<file path="src/rtl/fwupd_bank_uaddr.sv">
// Firmware-update URAM write-address generator with N-bank ping-pong and per-bank FULL tracking.
// Optional per-bank word counters are built when FWUPD_UADDR_WORDCNT_EN is defined.
module fwupd_bank_uaddr #(
    parameter int WORD_BITS = 7,
    parameter int NBANKS    = 2
) (
    input  logic                                clk_i,
    input  logic                                rst_i,
    input  logic                                ce_i,
    input  logic                                mark_i,
    input  logic [NBANKS-1:0]                   release_i,
    output logic [$clog2(NBANKS)+WORD_BITS-1:0] uaddr_o,
    output logic                                ready_o,
    output logic [NBANKS-1:0]                   full_o,
    output logic                                overflow_o
`ifdef FWUPD_UADDR_WORDCNT_EN
    ,
    output logic [NBANKS*(WORD_BITS+1)-1:0]     wcount_o
`endif
);

    localparam int BANK_BITS = $clog2(NBANKS);
    localparam int CNT_BITS  = WORD_BITS + 1;
    localparam logic [WORD_BITS-1:0] WORD_MAX = {WORD_BITS{1'b1}};
    localparam logic [WORD_BITS-1:0] WORD_INC = WORD_BITS'(1);
    localparam logic [BANK_BITS-1:0] BANK_INC = BANK_BITS'(1);
    localparam logic [NBANKS-1:0]    BANK_ONE = NBANKS'(1);

    logic [WORD_BITS-1:0] r_word;
    logic [BANK_BITS-1:0] r_bank;
    logic [NBANKS-1:0]    r_full;
    logic                 r_ovf;

    logic                 w_ready;
    logic                 w_accept;
    logic                 w_close;
    logic                 w_reject;
    logic [NBANKS-1:0]    w_close_vec;
    logic [NBANKS-1:0]    w_full_nxt;

    // Acceptance is judged on pre-release FULL state, so a same-cycle release never admits a write.
    always_comb begin
        w_ready     = ~r_full[r_bank];
        w_accept    = ce_i & w_ready;
        w_close     = w_ready & (mark_i | (ce_i & (r_word == WORD_MAX)));
        w_reject    = (ce_i | mark_i) & ~w_ready;
        w_close_vec = {NBANKS{1'b0}};
        if (w_close) begin
            w_close_vec = BANK_ONE << r_bank;
        end else begin
            w_close_vec = {NBANKS{1'b0}};
        end
        // A close only targets a non-full bank, so it can never collide with a release of that bank.
        w_full_nxt  = (r_full & ~release_i) | w_close_vec;
    end

    // Address, bank pointer, FULL flags and sticky overflow.
    always_ff @(posedge clk_i) begin
        if (rst_i) begin
            r_word <= {WORD_BITS{1'b0}};
            r_bank <= {BANK_BITS{1'b0}};
            r_full <= {NBANKS{1'b0}};
            r_ovf  <= 1'b0;
        end else begin
            r_full <= w_full_nxt;
            r_ovf  <= r_ovf | w_reject;
            if (w_close) begin
                r_word <= {WORD_BITS{1'b0}};
                r_bank <= r_bank + BANK_INC;
            end else if (w_accept) begin
                r_word <= r_word + WORD_INC;
                r_bank <= r_bank;
            end else begin
                r_word <= r_word;
                r_bank <= r_bank;
            end
        end
    end

`ifdef FWUPD_UADDR_WORDCNT_EN
    logic [NBANKS*CNT_BITS-1:0] r_wcount;
    logic [CNT_BITS-1:0]        w_count;

    // Words written into the closing bank, including a write that lands in the closing cycle.
    always_comb begin
        w_count = {1'b0, r_word} + CNT_BITS'(w_accept);
    end

    // Count registers hold until the same bank closes again; releases leave them untouched.
    always_ff @(posedge clk_i) begin
        if (rst_i) begin
            r_wcount <= {(NBANKS*CNT_BITS){1'b0}};
        end else if (w_close) begin
            r_wcount[int'(r_bank)*CNT_BITS +: CNT_BITS] <= w_count;
        end else begin
            r_wcount <= r_wcount;
        end
    end

    assign wcount_o = r_wcount;
`endif

    assign uaddr_o    = {r_bank, r_word};
    assign ready_o    = w_ready;
    assign full_o     = r_full;
    assign overflow_o = r_ovf;

endmodule

</file>
<file path="config.mk">
export PLATFORM = sky130hd
export DESIGN_NAME = fwupd_bank_uaddr
export DESIGN_NICKNAME = d
export VERILOG_FILES = /design/src/rtl/fwupd_bank_uaddr.sv
export SDC_FILE = /design/constraint.sdc
export NUM_CORES = 1
export LEC_CHECK = 0
export BUFFER_PORTS_ARGS = -buffer_cell sky130_fd_sc_hd__buf_2
export CAP_MARGIN = 20
export CORE_AREA = 8 8 45 47
export DETAILED_ROUTE_END_ITERATION = 10
export DIE_AREA = 0 0 53 55
export PLACE_DENSITY = 0.74
export SLEW_MARGIN = 10
export SYNTH_ARGS = -nofsm -noshare
export SYNTH_HDL_FRONTEND = slang
export SYNTH_SLANG_ARGS = --single-unit
</file>
<file path="constraint.sdc">
create_clock -name clk_i -period 1.5 [get_ports clk_i]
set_input_delay 0.225 -clock clk_i [delete_from_list [all_inputs] [get_ports clk_i]]
set_output_delay 0.225 -clock clk_i [all_outputs]
set_load 0.05 [all_outputs]
</file>
* Word level (Yosys, flattened, before mapping)
Cells that the tools add are included.
** Word-level totals
- Bits of input ports :: 6
- Register bits :: 11
- Output and inout port bits :: 12
** Operators by class
- Mux-type cells :: 3
- Bitwise logic cells :: 11
- Reductions and logical operators :: 1
- Shifts and indexed selects :: 1
- Eq/ne operators :: 1
- Add/subtract/negate cells :: 2
- Order comparisons :: 1
** Operators with widths (count)
- 7-bit by 1-bit adder with 7-bit output (second input constant) :: 1
- 7-bit == test (second input constant) :: 1
- 1-bit AND :: 4
- 1-bit OR :: 3
- 2-bit AND :: 1
- 1-bit by 2-bit < comparator with 1-bit output (second input constant) :: 1
- 1-bit two-way mux :: 2
- 2-bit two-way mux :: 1
- 2-bit inverter :: 1
- 2-bit OR :: 1
- 2-bit OR reduction :: 1
- 1-bit by 1-bit << shifter with 2-bit output (first input constant) :: 1
- 1-bit adder (second input constant) :: 1
- 1-bit inverter :: 1

* Logic depth before layout (Yosys ltp)
Gate-level depths: netlist (run 1).
- Word-level depth :: 6
- Mapped depth :: 5
- Depth with buffers taken out :: 5

* Least setup slack after synthesis (run 1)
Ideal clock, no wire load.
- Path kind :: reg2reg
- Start :: register r_word[0]
- End :: register r_full[0] (netlist: full_o[0])
- Data required time :: 1434 ps
- Path buffers :: 0
- Stages on the path, launching flop included :: 6
- Data arrival time :: 1693 ps
- Clock period less this slack :: 1759 ps
- Library setup time :: 66 ps
- Slack :: -259 ps
- Cells stage by stage :: dfxtp_1 > ha_1 > and3_4 > a41oi_2 > or3_4 > a21oi_2
** Between the ends
- Word-level cells in the longest chain between the ends :: 6
** Ends and longest elaborated chain
- from (decl) :: RTL line 29 : logic [WORD_BITS-1:0] r_word;
- from (signal assigned) :: RTL line 60 : r_word <= {WORD_BITS{1'b0}};
- from (signal assigned) :: RTL line 68 : r_word <= {WORD_BITS{1'b0}};
- from (signal assigned) :: RTL line 71 : r_word <= r_word + WORD_INC;
- 7-bit == test :: RTL line 45 : w_close = w_ready & (mark_i | (ce_i & (r_word == WORD_MAX)));
- 1-bit AND :: RTL line 45
- 1-bit OR :: RTL line 45
- 1-bit AND :: RTL line 45
- 2-bit two-way mux :: RTL line 48 : if (w_close) begin
- 2-bit OR :: RTL line 54 : w_full_nxt = (r_full & ~release_i) | w_close_vec;
- to (signal assigned) :: RTL line 62 : r_full <= {NBANKS{1'b0}};
- to (signal assigned) :: RTL line 65 : r_full <= w_full_nxt;
- to (decl) :: RTL line 31 : logic [NBANKS-1:0] r_full;
Every way passes these cells.
A chain may end at the register's enable or synchronous reset.

* Final worst setup path (run 1)
- Start :: register r_bank
- End :: output port ready_o
** Between the ends
- Word-level cells in the longest chain between the ends :: 3
** Ends and longest elaborated chain
- from (decl) :: RTL line 30 : logic [BANK_BITS-1:0] r_bank;
- from (signal assigned) :: RTL line 61 : r_bank <= {BANK_BITS{1'b0}};
- from (signal assigned) :: RTL line 69 : r_bank <= r_bank + BANK_INC;
- from (signal assigned) :: RTL line 72 : r_bank <= r_bank;
- 1-bit two-way mux (implied by the code) (2 in series) :: RTL line 43 : w_ready = ~r_full[r_bank];
- 1-bit inverter :: RTL line 43
- to (decl) :: RTL line 13 : output logic ready_o,
Every way passes these cells. The select of a mux whose other input is x is not followed.

==> impl_results.md, run 1 <==
- Status: complete, no violations
- DRT Pass-1 Iters: 4
- Diodes inserted: 0
- Max-cap violations: 0
- CP startpoint kind: flip-flop
- Main synth FF type: dfxtp_1
- HP Class: in2reg
- Area leader, netlist: dfxtp_1
- RR Startpoint: r_word[0]$_SDFFE_PP0P_
- Initial DRC count: 1
- RSZ-0062 raised after global routing: no
- Hold Buf Count CTS: 0
- Leakage: approximately 0.29 nW
- Slew Limit Fails: 0
- Worst Path Class, Setup: reg2out
- Fmax: 699 MHz
- Share of cells above drive strength 1: 0.554
- Post-synthesis sequential area ratio: 0.427
- #FFs+latches synth: 11
- CP Capture Type: output pin
- Core region area: ~1400 um2
- Via density: 5.01
- Num CTS Buffers: 3
- Setup tns final: 0 ps
- DR WL/cell: ~12 um
- Final hold viol count: 0
- Count leader, synth: dfxtp_1
- Starting density of the core: 0.373
- Clock transition at path regs: 70 ps
- Clock Latency Late Sink: ~270 ps
- Detailed placement HPWL: 875 um
- Final antenna-violating net count: 0
- Pwr per Cell Area: about 970 nW/um2
- Largest cells by area after synthesis: dfxtp_1 (43%), nor2_1 (7.3%), xnor2_1 (5.1%), a21oi_2 (3.4%), xor2_1 (3.4%)
- Mapped cell area: ~520 um2
- Most frequent cells after synthesis: dfxtp_1 (11), nor2_1 (10), a21oi_1 (3), nand2_1 (3), xnor2_1 (3)
- Vias: 451
- H-tree depth: 1
- Clock skew: between 1.5 and 2 ps
- Post-CTS Setup Inserts: 0
- Clock sink count: 11
- Hold path start: rst_i
- CTS tree: built
- Nets: between 80 and 90
- Syn Area/Cell: around 9.4 um2
- Filler cells: 150
- CTS max path bufs: 2
- Max FO, Critical Path: 7
- Vias in the first global route: ~430
- Syn_nets: between 60 and 70
- Fin crit period: ~1400 ps
- Initial antenna violation count: 0
- Yosys top cell area share: 0.427
- GRT Total Usage: 0.0883
- Worst Tran Pin Value: 253 ps
- Syn Inst Count: 55
- Die W: about 53 um
- Die area: 2920 um2
- Overflow after GRT: 0
- GP Congestion: just under 0.8
- Final Cycle Share: 0.954
- EDFF count, synth: 0
- Root buffer cell: clkbuf_4
- IO buf count: 17
- Final WL: between 1000 and 1500 um
- Max-slew headroom: 0.832
- Critical Path Source: r_bank$_SDFFE_PP0P_
- Distinct cells, synth: 26
- Total power: 652 uW
- Final number of setup-violating endpoints: 0
- Worst VDD drop: 483 uV
- Die H: 55 um
- Largest net degree at the start of global routing: 9
- Yosys warnings: 0
- Layout area overhead: 31.1%
- # rows: 14
- Crit path required time: between 1000 and 1500 ps
- Top-level I/O count: 18
- Synth async-reset ratio: 0
- Remaining DRCs: 0
- CP Data Arrival Time: approximately 1200 ps
- Global-route wire length before repair: 1790 um
==> sequential cells by signal (all words and copies together), names as in the netlist <==
name	count
r_word	7
full_o	2
overflow_o	1
r_bank	1
==> where the power goes <==
part,internal [mW],total [mW],switching [mW]
Sequential,0.303,0.314,0.0110
Combinational,0.0454,0.134,0.0883
Clock,0.103,0.205,0.101
Total,0.451,0.652,0.201
==> worst max-delay path: stages (launching register included) <==
cell and delay, ps:
dfxtp_4 370, mux2_4 330, inv_6 90, buf_8 140
==> per-stage QoR <==
step | hold slack [ps] | instances | worst slack [ps] | area, um2 | utilization
final | 165 | 90 | 68.6 | 676 | 0.488
after global routing | 153 | 90 | 10.6 | 676 | 0.488
after CTS | 147 | 90 | 4.68 | 654 | 0.473
after detailed placement | 448 | 86 | 16.3 | 623 | 0.450
after global placement | 444 | 86 | 41.9 | 623 | 0.450
after floorplan | 280 | 55 | 31.4 | 531 | -
==> logic make-up (layout without fill, tap and decap cells) <==
logic type,after synthesis,after routing,share of synthesized area
adder cells (fa/ha/maj),1,1,0.0243
AND/OR/NAND/NOR,25,25,0.257
flip-flops,11,11,0.427
multiplexers,1,1,0.0291
XOR/XNOR,5,5,0.0850
buffers and inverters,3,22,0.0364
AO/OA/AOI/OAI,9,9,0.141
==> path summary, 6_finish.rpt <==
| kind | endpoint | slack, ps | cells past startpoint |
|---|---|---|---|
| worst max register to register | full_o[0]$_SDFF_PP0_ | 100 | 5 |
| worst max-delay path | ready_o | 70 | 3 |
| worst min-delay path | full_o[0]$_SDFF_PP0_ | 160 | 2 |
| worst min register to register | overflow_o$_SDFF_PP0_ | 470 | 2 |
==> cell type report <==
type | count | area (um2) | share of cell area
Timing Repair Buffer | 17 | 95.1 | 0.141
Inverter | 1 | 8.76 | 0.0130
Tap cell | 16 | 20.0 | 0.0296
Multi-Input combinational cell | 41 | 287 | 0.424
Clock buffer | 4 | 26.3 | 0.0389
Sequential cell | 11 | 239 | 0.354
==> cell usage in the layout (no fill, tap or decap), drive strengths merged, types with 2 or more instances in the layout <==
master	netlist	final
dfxtp	11	11
buf	2	17
and3	2	2
nand2b	2	2
xnor2	3	3
nor2	11	11
xor2	2	2
nand2	3	3
a21oi	5	5
clkbuf	0	4
nand3	2	2
==> per-layer routing <==
| metal | global-route usage | part of all wire | wire length, um | up-vias |
|---|---|---|---|---|
| met5 | 0 | 0 | 0 | - |
| met4 | 0.0776 | 0.035 | 38 | 0 |
| met3 | 0.0481 | 0.095 | 103 | 5 |
| met2 | 0.125 | 0.44 | 483 | 18 |
| met1 | 0.0936 | 0.43 | 463 | 201 |
| li1 | - | - | - | 227 |
==> what timing repair did <==
action                                  4_1_cts  5_1_grt
pin swaps                                     0        1
endpoints found under the setup margin        3        8
gates resized for setup                       3        6
(Power assumes the default switching activity.)
==> inputs of run 2 (changes only) <==
==> constraint.sdc (replaced) <==
create_clock -name clk_i -period 1.5 [get_ports clk_i]
set_input_delay 0.225 -clock clk_i [delete_from_list [all_inputs] [get_ports clk_i]]
set_output_delay 0.225 -clock clk_i [all_outputs]
set_load 0.005 [all_outputs]
==> run 2 against run 1 <==
Net effect: sequential share of layout area down 1.2 points; via count down 2.0%; clock-buffer cell count unchanged; critical path type is now reg2reg.
==> impl_results.md, run 2 (synthesis gave the netlist of run 1 again) <==
- Leakage: 0.286 nW (was 0.288 nW)
- DRT Pass-1 Iters: 4 (unchanged)
- Register-to-Register Path Depth: 5 (unchanged)
- Core region area: 1380 um2 (unchanged)
- Clock transition at path regs: 70 ps (about the same)
- Largest net degree at the start of global routing: 9 (unchanged)
- Nets: 83 (was 82)
- Die area: 2920 um2 (unchanged)
- Layout area overhead: 26.5% (was 31.1%)
- Final WL: 1090 um (about the same)
- Remaining DRCs: 0 (unchanged)
- Detailed placement HPWL: 855 um (was 875 um)
- DR WL/cell: 12.0 um (was 12.1 um)
- RR Startpoint: r_word[0]$_SDFFE_PP0P_ (unchanged)
- H-tree depth: 1 (unchanged)
- Final antenna-violating net count: 0 (unchanged)
- Root buffer cell: clkbuf_4 (unchanged)
- Vias in the first global route: 444 (was 426)
- Initial DRC count: 4 (was 1)
- Worst VDD drop: 464 uV (was 483 uV)
- Clock skew: 4.14 ps (was 1.58 ps)
- Overflow after GRT: 0 (unchanged)
- Post-CTS Setup Inserts: 0 (unchanged)
- Global-route wire length before repair: 1810 um (was 1790 um)
- Most flops, register: r_word (unchanged)
- Clock Latency Late Sink: 270 ps (about the same)
- CP Capture Type: flip-flop (was output pin)
- Initial antenna violation count: 0 (unchanged)
- Crit path required time: 1700 ps (was 1270 ps)
- CP Data Arrival Time: 1630 ps (was 1210 ps)
- Diodes inserted: 0 (unchanged)
- Max FO, Critical Path: 7 (unchanged)
- Setup tns final: 0 ps (unchanged)
- Total power: 598 uW (was 652 uW)
- Final hold viol count: 0 (unchanged)
- Status: complete, no violations (unchanged)
- Final Cycle Share: 0.950 (was 0.954)
- Starting density of the core: 0.373 (unchanged)
- Slew Limit Fails: 0 (unchanged)
- GRT Total Usage: 0.0867 (was 0.0883)
- Share of cells above drive strength 1: 0.453 (was 0.554)
- Pwr per Cell Area: 917 nW/um2 (was 965 nW/um2)
- Fin crit period: 1420 ps (was 1430 ps)
- Hold EP: full_o[0]$_SDFF_PP0_ (unchanged)
- WHS Path Cells: 2 (unchanged)
- Commonest non-fill, non-tap cell in the layout: buf_2 (unchanged)
- CTS max path bufs: 2 (unchanged)
- Worst Tran Pin Value: 198 ps (was 253 ps)
- Vias: 442 (was 451)
- Die H: 55 um (unchanged)
- # rows: 14 (unchanged)
- Worst Path Class, Setup: reg2reg (was reg2out)
- CTS tree: built (unchanged)
- Num CTS Buffers: 3 (unchanged)
- IO buf count: 17 (unchanged)
- R2R setup slack: 80 ps (was 100 ps)
- Top-level I/O count: 18 (unchanged)
- CP startpoint kind: flip-flop (unchanged)
- RSZ-0062 raised after global routing: no (unchanged)
- Max-cap violations: 0 (unchanged)
- Hold path start: rst_i (unchanged)
- Die W: 53 um (unchanged)
- Largest register FFs: 7 (unchanged)
- Via density: 4.86 (was 5.01)
- HP Class: in2reg (unchanged)
- Clock sink count: 11 (unchanged)
- Filler cells: 139 (was 150)
- Final number of setup-violating endpoints: 0 (unchanged)
- Most frequent cells in the layout: buf_2 (17), nor2_1 (10), dfxtp_1 (9) (was buf_2 (16), nor2_1 (10), dfxtp_2 (6))
- GP Congestion: 0.708 (was 0.773)
- Max-slew headroom: 0.867 (was 0.832)
- R2r endpoint: r_word[3]$_SDFFE_PP0P_ (was full_o[0]$_SDFF_PP0_)
- Fmax: 702 MHz (was 699 MHz)
## run 2: layer usage
| metal | GRT usage | wire length [um] |
|---|---|---|
| met1 | 0.0983 | 553 |
| met3 | 0.0267 | 67 |
| met2 | 0.129 | 459 |
| met5 | 0 | 0 |
| met4 | 0.0776 | 11 |
## run 2: how the worst max path moves through the flow
stage | from | endpoint | slack (ps) | cells after the start
after floorplan | r_word[0]$_SDFFE_PP0P_ | r_word[1]$_SDFFE_PP0P_ | 110 | 5
after global placement | r_word[0]$_SDFFE_PP0P_ | r_word[1]$_SDFFE_PP0P_ | 90 | 5
after detailed placement | r_word[1]$_SDFFE_PP0P_ | r_word[3]$_SDFFE_PP0P_ | 70 | 5
after CTS | r_bank$_SDFFE_PP0P_ | ready_o | 40 | 3
after global routing | r_word[0]$_SDFFE_PP0P_ | full_o[0]$_SDFF_PP0_ | 7 | 5
final | r_word[0]$_SDFFE_PP0P_ | r_word[3]$_SDFFE_PP0P_ | 80 | 5
## run 2: worst max-delay path, stage by stage (launching register included)
cell and delay (ps):
dfxtp_1 330, ha_1 210, and3_4 190, a41o_2 280, a21o_4 250, nor2_1 100
## run 2: power by group
| part | internal [mW] | switching (mW) | leakage [nW] | total (mW) |
|---|---|---|---|---|
| clock | 0.103 | 0.0978 | 0.0150 | 0.201 |
| sequential | 0.304 | 0.0101 | 0.0903 | 0.314 |
| combinational | 0.0415 | 0.0417 | 0.181 | 0.0832 |
## run 2: cell type report
class,count,area [um2],area share
Inverter,1,6.26,0.00960
Sequential cell,11,223,0.342
Clock buffer,4,26.3,0.0403
Tap cell,16,20.0,0.0307
Multi-Input combinational cell,41,284,0.436
Timing Repair Buffer,18,92.6,0.142
## run 2: through the flow
stage,hold slack (ps),instances,cell area [um2],utilization,setup WS (ps)
finish,188,91,652,0.471,75.5
global route,190,91,652,0.471,6.54
CTS,167,91,642,0.464,41.2
detailed placement,455,87,616,0.445,65.3
global placement,451,87,616,0.445,88.8
floorplan,287,55,515,-,112
## run 2: repair_timing
action                                  in CTS  in global routing
endpoints found under the setup margin       0                 10
gates resized for setup                      0                  4
hold buffers                                 0                  0
